File: src/rtl/mdu_ctrl_pkg.sv
// mdu_ctrl_pkg
// Shared definitions for the multiply/divide unit controller:
//   - operation encodings presented on the op port
//   - FSM state encodings
//   - divide iteration count
//   - operand magnitude helper used when loading the divider
package mdu_ctrl_pkg;

    // Operation encodings (op port)
    localparam logic [1:0] MDU_DIV   = 2'b00;
    localparam logic [1:0] MDU_DIVU  = 2'b01;
    localparam logic [1:0] MDU_MULT  = 2'b10;
    localparam logic [1:0] MDU_MULTU = 2'b11;

    // One restoring step per cycle, one cycle per quotient bit
    localparam int MDU_DIV_CYCLES = 32;

    typedef enum logic [2:0] {
        IDLE = 3'd0,
        MUL  = 3'd1,
        DIV  = 3'd2,
        SIGN = 3'd3,
        DONE = 3'd4
    } state_e;

    // Absolute value for signed operands. The two's complement of
    // 32'h80000000 is itself, which read as unsigned is the correct
    // magnitude 2^31.
    function automatic logic [31:0] mag32(input logic [31:0] v, input logic is_signed);
        return (is_signed && v[31]) ? (~v + 32'd1) : v;
    endfunction

endpackage

File: src/rtl/mdu_ctrl_div_core.sv
// div_core
// One restoring division step, purely combinational.
// Ports:
//   rem_in   [31:0]  partial remainder
//   quo_in   [31:0]  quotient shift register (dividend bits shift out of
//                    the top, quotient bits shift in at the bottom)
//   divisor  [31:0]  divisor magnitude (non-zero)
//   rem_out  [31:0]  next partial remainder
//   quo_out  [31:0]  next quotient shift register
module div_core (
    input  logic [31:0] rem_in,
    input  logic [31:0] quo_in,
    input  logic [31:0] divisor,
    output logic [31:0] rem_out,
    output logic [31:0] quo_out
);

    logic [32:0] shifted;
    logic        fits;

    always_comb begin
        // Bring the next dividend bit into the remainder; 33 bits because the
        // remainder can be up to divisor-1 before the shift.
        shifted = {rem_in, quo_in[31]};
        fits    = (shifted >= {1'b0, divisor});
        // When the subtraction fits, the difference is below the divisor, so
        // a 32-bit modular subtract gives the exact value.
        rem_out = fits ? (shifted[31:0] - divisor) : shifted[31:0];
        quo_out = {quo_in[30:0], fits};
    end

endmodule

File: src/rtl/mdu_ctrl.sv
// mdu_ctrl
// Multi-cycle multiply/divide unit controller for the EX stage.
// Multiplies take one cycle in MUL; divides run 32 restoring steps in DIV
// followed by a sign fix-up in SIGN; every operation ends in a one-cycle
// DONE that pulses result_valid and releases the pipeline stall.
// Ports:
//   clk          clock, all state on rising edge
//   resetn       synchronous active-low reset
//   start        EX request, held while EX is stalled
//   op [1:0]     00 DIV, 01 DIVU, 10 MULT, 11 MULTU
//   src_a [31:0] dividend / multiplicand
//   src_b [31:0] divisor / multiplier
//   flush        abandon any operation, return to IDLE
//   stall_req    stall request from EX back
//   result[63:0] {hi, lo}; divides give {remainder, quotient}
//   result_valid one-cycle pulse qualifying result
//   div0         divisor was zero, qualified by result_valid
module mdu_ctrl
    import mdu_ctrl_pkg::*;
(
    input  logic        clk,
    input  logic        resetn,
    input  logic        start,
    input  logic [1:0]  op,
    input  logic [31:0] src_a,
    input  logic [31:0] src_b,
    input  logic        flush,
    output logic        stall_req,
    output logic [63:0] result,
    output logic        result_valid,
    output logic        div0
);

    localparam logic [4:0] DIV_LAST = 5'(MDU_DIV_CYCLES - 1);

    state_e      state_reg, state_next;
    logic [4:0]  cnt_reg;
    logic        signed_reg;
    logic        neg_q_reg, neg_r_reg;
    logic        div0_reg;
    logic [31:0] a_reg, b_reg;
    logic [31:0] rem_reg, quo_reg, dvs_reg;
    logic [63:0] result_reg;

    logic        accept;
    logic        op_is_mul, op_is_signed, op_div0;
    logic [31:0] rem_step, quo_step;
    logic [63:0] ext_a, ext_b, product;

    assign op_is_mul    = (op == MDU_MULT) || (op == MDU_MULTU);
    assign op_is_signed = (op == MDU_DIV)  || (op == MDU_MULT);
    assign op_div0      = !op_is_mul && (src_b == 32'd0);
    assign accept       = (state_reg == IDLE) && start && !flush;

    div_core u_div_core (
        .rem_in  (rem_reg),
        .quo_in  (quo_reg),
        .divisor (dvs_reg),
        .rem_out (rem_step),
        .quo_out (quo_step)
    );

    // Sign- or zero-extend to 64 bits; the low 64 bits of the product are
    // then correct for both signed and unsigned multiplies.
    assign ext_a   = {{32{signed_reg & a_reg[31]}}, a_reg};
    assign ext_b   = {{32{signed_reg & b_reg[31]}}, b_reg};
    assign product = ext_a * ext_b;

    always_comb begin
        state_next = state_reg;
        case (state_reg)
            IDLE: begin
                if (accept) begin
                    if (op_is_mul)
                        state_next = MUL;
                    else if (op_div0)
                        state_next = DONE;
                    else
                        state_next = DIV;
                end
            end
            MUL:  state_next = DONE;
            DIV:  if (cnt_reg == DIV_LAST) state_next = SIGN;
            SIGN: state_next = DONE;
            DONE: state_next = IDLE;
            default: state_next = IDLE;
        endcase
        if (flush)
            state_next = IDLE;
    end

    always_ff @(posedge clk) begin
        if (!resetn)
            state_reg <= IDLE;
        else
            state_reg <= state_next;
    end

    always_ff @(posedge clk) begin
        if (!resetn) begin
            cnt_reg    <= '0;
            signed_reg <= 1'b0;
            neg_q_reg  <= 1'b0;
            neg_r_reg  <= 1'b0;
            div0_reg   <= 1'b0;
            a_reg      <= '0;
            b_reg      <= '0;
            rem_reg    <= '0;
            quo_reg    <= '0;
            dvs_reg    <= '0;
            result_reg <= '0;
        end else if (!flush) begin
            case (state_reg)
                IDLE: begin
                    if (start) begin
                        signed_reg <= op_is_signed;
                        a_reg      <= src_a;
                        b_reg      <= src_b;
                        rem_reg    <= '0;
                        quo_reg    <= mag32(src_a, op_is_signed);
                        dvs_reg    <= mag32(src_b, op_is_signed);
                        neg_q_reg  <= op_is_signed && (src_a[31] ^ src_b[31]);
                        neg_r_reg  <= op_is_signed && src_a[31];
                        cnt_reg    <= '0;
                        div0_reg   <= op_div0;
                        if (op_div0)
                            result_reg <= {src_a, 32'hFFFF_FFFF};
                    end
                end
                MUL: result_reg <= product;
                DIV: begin
                    rem_reg <= rem_step;
                    quo_reg <= quo_step;
                    cnt_reg <= cnt_reg + 5'd1;
                end
                SIGN: begin
                    // Quotient takes the XOR of operand signs, remainder the
                    // sign of the dividend; both flags are 0 for DIVU.
                    result_reg <= {neg_r_reg ? (~rem_reg + 32'd1) : rem_reg,
                                   neg_q_reg ? (~quo_reg + 32'd1) : quo_reg};
                end
                default: ;
            endcase
        end
    end

    assign stall_req    = accept || (state_reg == MUL) || (state_reg == DIV) ||
                          (state_reg == SIGN);
    assign result_valid = (state_reg == DONE);
    assign div0         = (state_reg == DONE) && div0_reg;
    assign result       = result_reg;

endmodule

File: config.mk
export PLATFORM = sky130hd
export DESIGN_NAME = mdu_ctrl
export DESIGN_NICKNAME = d
export VERILOG_FILES = /design/src/rtl/mdu_ctrl_pkg.sv /design/src/rtl/mdu_ctrl_div_core.sv /design/src/rtl/mdu_ctrl.sv
export SDC_FILE = /design/constraint.sdc
export NUM_CORES = 2
export LEC_CHECK = 0
export ABC_AREA = 1
export CORE_ASPECT_RATIO = 1.75
export CORE_MARGIN = 5
export CORE_UTILIZATION = 55
export CTS_CLUSTER_SIZE = 28
export DETAILED_ROUTE_END_ITERATION = 8
export MAX_ROUTING_LAYER = met4
export PLACE_DENSITY = 0.72
export SYNTH_ARGS = -nofsm -noshare
export SYNTH_HDL_FRONTEND = slang
export SYNTH_HIERARCHICAL = 1
export SYNTH_SLANG_ARGS = --single-unit
export TNS_END_PERCENT = 100
File: constraint.sdc
create_clock -name clk -period 8.85 [get_ports clk]
set_input_delay 1.3275 -clock clk [delete_from_list [all_inputs] [get_ports clk]]
set_output_delay 1.3275 -clock clk [all_outputs]
set_load 0.01 [all_outputs]
# == Word level (Yosys, flattened, before mapping) ==
# Cells that the tools add are included.
# W data, S select, Z words.
# op_classes
n_bitwise,9
eq_ne,11
order_cmp,1
reduce_logical,25
mul,1
add_sub_neg,6
mux,19
# ops
operator,count
$mux W32,7
$pmux W64 S3,1
$add A32 B1 Y32 const B,4
$mux W64,2
$not A32 Y32,4
$pmux W32 S2,2
$mul A33 B33 Y64,1
$ge A33 B32 Y1,1
$logic_not A32 Y1,1
$sub A32 B32 Y32,1
$mux W3,4
$pmux W5 S2,1
$pmux W3 S3,1
$ne A2 B2 Y1 const B,4
$logic_and A1 B1 Y1,7
$eq A3 B2 Y1 const B,2
$reduce_and A3 Y1,2
$add A5 B1 Y5 const B,1
$eq A5 B5 Y1 const B,1
$logic_or A1 B1 Y1,5
$mux W5,1
$eq A2 B2 Y1 const B,2
$reduce_and A4 Y1,1
$reduce_or A2 Y1,2
11 further kinds,14
# totals
output_inout_bits,67
reg_bits,236

# == Logic depth before layout (Yosys ltp) ==
# depth
word_depth,8
mapped_depth,36
depth_no_buf,34

# == By module ==
# Netlist, hierarchy kept.
# by_module_without_submodules
mod,cells_per_inst,instances,area_each_um2
mdu_ctrl,7143,1,52859.4
div_core,679,1,3400.8

# == Least setup slack after synthesis ==
# OpenSTA, ideal clock, no wires.
# synth_timing
path_type,reg-to-reg
start,register a_reg[31]
end,register result_reg[63] (netlist: result[63])
setup_time_ns,0.117
slack_ns,1.251
period_less_slack_ns,7.599
required_time_ns,8.733
t_arrival_ns,7.482
path_stages_with_launch,30
n_path_buf,3
cell_sequence,dfxtp_1 > clkbuf_1 > nand2_1 > clkbuf_1 > clkbuf_1 > nor2_1 > fa_1 > inv_1 > fa_1 > inv_1 > fa_1 > inv_1 > fa_1 > fa_1 > inv_1 > fa_1 > inv_1 > fa_1 > fa_1 > inv_1 > ha_1 > nand2_1 > nor2_1 > nand2_1 > nor4_1 > nand2_1 > nand3_1 > nand2_1 > nand3_1 > a21oi_1
# synth_between
elab_chain_len,3
# synth_rtl
item,line_no,source
start: declaration,mdu_ctrl.sv:41,"logic [31:0] a_reg, b_reg;"
start signal: assignment,mdu_ctrl.sv:117,a_reg <= src_a;
$and A1 B1 Y1,mdu_ctrl.sv:65,"assign ext_a = {{32{signed_reg & a_reg[31]}}, a_reg};"
$mul A33 B33 Y64 (*),mdu_ctrl.sv:67,assign product = ext_a * ext_b;
$pmux W64 S3 (*),mdu_ctrl.sv:113,case (state_reg)
end signal: assignment,mdu_ctrl.sv:127,"result_reg <= {src_a, 32'hFFFF_FFFF};"
end signal: assignment,mdu_ctrl.sv:130,MUL: result_reg <= product;
end signal: assignment,mdu_ctrl.sv:139,"result_reg <= {neg_r_reg ? (~rem_reg + 32'd1) : rem_reg,"
end: declaration,mdu_ctrl.sv:43,logic [63:0] result_reg;
# Every way passes the cells marked *; elsewhere a longest branch is shown, timed or not.
# A chain may end at the register's enable or synchronous reset.

# == Worst setup path in the final report ==
# layout_timing
start,register a_reg[15]
end,register result_reg[39] (netlist: result[39])
# layout_between
elab_chain_len,2
# layout_rtl
item,line_no
$mul A33 B33 Y64,mdu_ctrl.sv:67
$pmux W64 S3,mdu_ctrl.sv:113
# Every way passes these cells.

==> metrics <==
row cnt 155; Slowest cell on crit path dfxtp_1; unrepaired setup endpoints after global routing no; Max-cap violations 0; switching share of power 0.457; HP Class register to register; max incr delay on CP 1.15 ns; Final Core Density 0.586; initial drt markers 3677; total gr overflow 0; dpl cell area 58700 um2; Slew Viols, Final 0; Fin. Hold Viols 0; Die ar. 109000 um2; GRT Overall Usage 0.373; Final period util 0.979; CTS tree done; DP Wirelength 165000 um; vias per cell 5.46; Clk pwr share 0.278; startpoint types register; max reg flops 64; share of power burned in registers 0.259; Critical Path End Type register; peak supply drop 0.157 mV; core box area 102000 um2; Post-synth EDFFs 0; Routed WL 196000 um; status completed; sw power 2.10 mW; Synth cell types 54; post-synthesis sequential area ratio 0.0836; pin count of the biggest net entering global routing 81; ys async rst share 0; clk slew on worst S/H paths 0.07 ns; Pre-antenna DRT Iters 6; critical path class register to register; port buffer count 136; Cells after Synth 7822; share of layout cells above drive strength 1 0.0336; fmax 0.115 GHz; Antenna Nets Post-Route 0; vias in the first global route 52565; CP Data Arrival Time 9.21 ns; H-tree levels 1; Die Span Y 433 um; # clock sinks 235; CP Max Fanout 22; Pleak 32.1 nW; Post-CTS Resized 0; Tmin final 8.66 ns; P&R area growth vs syn 6.00%; Mapped Avg Cell Area 7.19 um2; Mapped Nets 9268; DRC 0; clk buf depth 3; via count 49572; Nets 9155; worst slack, placed 0.250 ns; CTS buffer count 27; most frequent cells in the layout nand2_1, inv_1, fa_1, nor2_1, a21oi_1; hold_buf cts 0; initial antenna violation count 14; Final Cell Area 59600 um2; Power, Total 4.61 mW; setup tns final 0 ns; I/O Pins 137; synthesized area 56300 um2; first-pass GRT wire length 304000 um; Initial Util 0.553; Synth Warn # 6; register bit total from synthesis 235; Comb pwr share 0.463; Slew headroom 0.167; Pint 2.50 mW; measured slew at the worst slew-check pin 1.25 ns; final setup violation count 0; wire per inst 21.6 um; Setup Buffers After CTS 0; Critical Path Most Common Cell fa_1; Clock Latency Late Sink 0.63 ns; required time worst endpoint 9.40 ns; clk root buf clkbuf_16; setup ws final 0.188 ns; gpl congestion 1.11; commonest non-fill, non-tap cell in the layout nand2_1; main flop type after synthesis dfxtp_1; Horiz. Die Dim 252 um; Fin Clk Skew 0.0330 ns; Pwr Density 77.3 nW/um2
power groups by stage:
| stage | registers [mW] | clock network [mW] | logic [mW] |
|---|---|---|---|
| floorplan | 1.14 | 0 | 1.38 |
| global placement | 1.21 | 0 | 2.09 |
| detailed placement | 1.21 | 0 | 2.10 |
| global route | 1.20 | 1.33 | 2.34 |
| finish | 1.19 | 1.28 | 2.13 |
| CTS | 1.19 | 1.30 | 2.13 |
Yosys cell counts, types with 3 or more instances:
| cell | number | area [um2] |
|---|---|---|
| a211oi_1 | 13 | 97.6 |
| a21o_1 | 4 | 30.0 |
| a21oi_1 | 297 | 1490 |
| a21oi_2 | 3 | 26.3 |
| a31oi_1 | 26 | 163 |
| and2_1 | 12 | 75.1 |
| buf_1 | 5 | 18.8 |
| buf_2 | 32 | 160 |
| buf_4 | 33 | 248 |
| buf_6 | 5 | 56.3 |
| clkbuf_1 | 327 | 1230 |
| clkinv_1 | 3 | 11.3 |
| dfxtp_1 | 235 | 4700 |
| fa_1 | 1126 | 22500 |
| ha_1 | 250 | 3130 |
| inv_1 | 2005 | 7530 |
| inv_2 | 13 | 48.8 |
| nand2_1 | 2176 | 8170 |
| nand2_2 | 6 | 37.5 |
| nand3_1 | 262 | 1310 |
| nand3_2 | 13 | 130 |
| nand3b_1 | 20 | 150 |
| nand4_1 | 36 | 225 |
| nor2_1 | 431 | 1620 |
| nor2_2 | 10 | 62.6 |
| nor2_4 | 4 | 45.0 |
| nor3_1 | 50 | 250 |
| nor3_2 | 5 | 50.1 |
| nor3b_1 | 3 | 22.5 |
| nor4_1 | 12 | 75.1 |
| o211ai_1 | 22 | 165 |
| o21ai_0 | 189 | 946 |
| o21ai_1 | 36 | 180 |
| o21bai_1 | 8 | 60.1 |
| o221ai_1 | 3 | 26.3 |
| o22ai_1 | 31 | 194 |
| o31ai_1 | 5 | 37.5 |
| or2_2 | 18 | 113 |
| xnor2_1 | 23 | 201 |
| xor2_1 | 49 | 429 |
worst max-delay path, delay by kind of cell (launching register included):
family                   cells  cell delay, ns
AO/OA/AOI/OAI                1            0.16
adder cells (fa/ha/maj)      9            4.43
buffers and inverters        7            0.37
flip-flops                   1            1.15
AND/OR/NAND/NOR             10            2.43
cells by family (layout without fill, tap and decap cells):
kind of cell               count (synthesis)  in the layout  share of synthesized area
AOI/OAI and AO/OA                        644            644                     0.0617
DFF                                      235            235                     0.0836
other                                      0              8                          0
xor gates and xnor gates                  72             72                     0.0112
and+or+nand+nor                         3068           3068                      0.221
buffers and inverters                   2427           2335                      0.166
adders and majority gates               1376           1376                      0.456
path summary, 6_finish.rpt:
path | start | slack (ns) | depth (start not counted) | endpoint
worst max-delay path | a_reg[15] | 0.19 | 27 | result[39]
worst min register to register | dvs_reg[24] | 0.47 | 2 | dvs_reg[24]
worst max register to register | a_reg[15] | 0.19 | 27 | result[39]
worst min-delay path | dvs_reg[24] | 0.47 | 2 | dvs_reg[24]
per-stage QoR:
stage	std cells	hold slack, ns
floorplan	7822	0.428
global placement	9014	0.449
detailed placement	9014	0.458
CTS	9064	0.473
global route	9072	0.494
finish	9072	0.473
cell type report:
type | count | area [um2]
Multi-Input combinational cell | 5160 | 42200
Sequential cell | 235 | 4710
Inverter | 2022 | 7590
Antenna cell | 8 | 20.0
Fill cell | 9752 | 42200
Clock inverter | 14 | 193
Tap cell | 1334 | 1670
Clock buffer | 36 | 749
Timing Repair Buffer | 263 | 2480
per-layer routing:
layer,vias up,wire [um],GRT usage
met5,-,0,-
met4,0,14100,0.205
met3,630,11700,0.0429
met2,2036,102000,0.665
met1,24493,67800,0.406
li1,22413,-,-
Note: power is estimated with default switching activity, not from simulation.
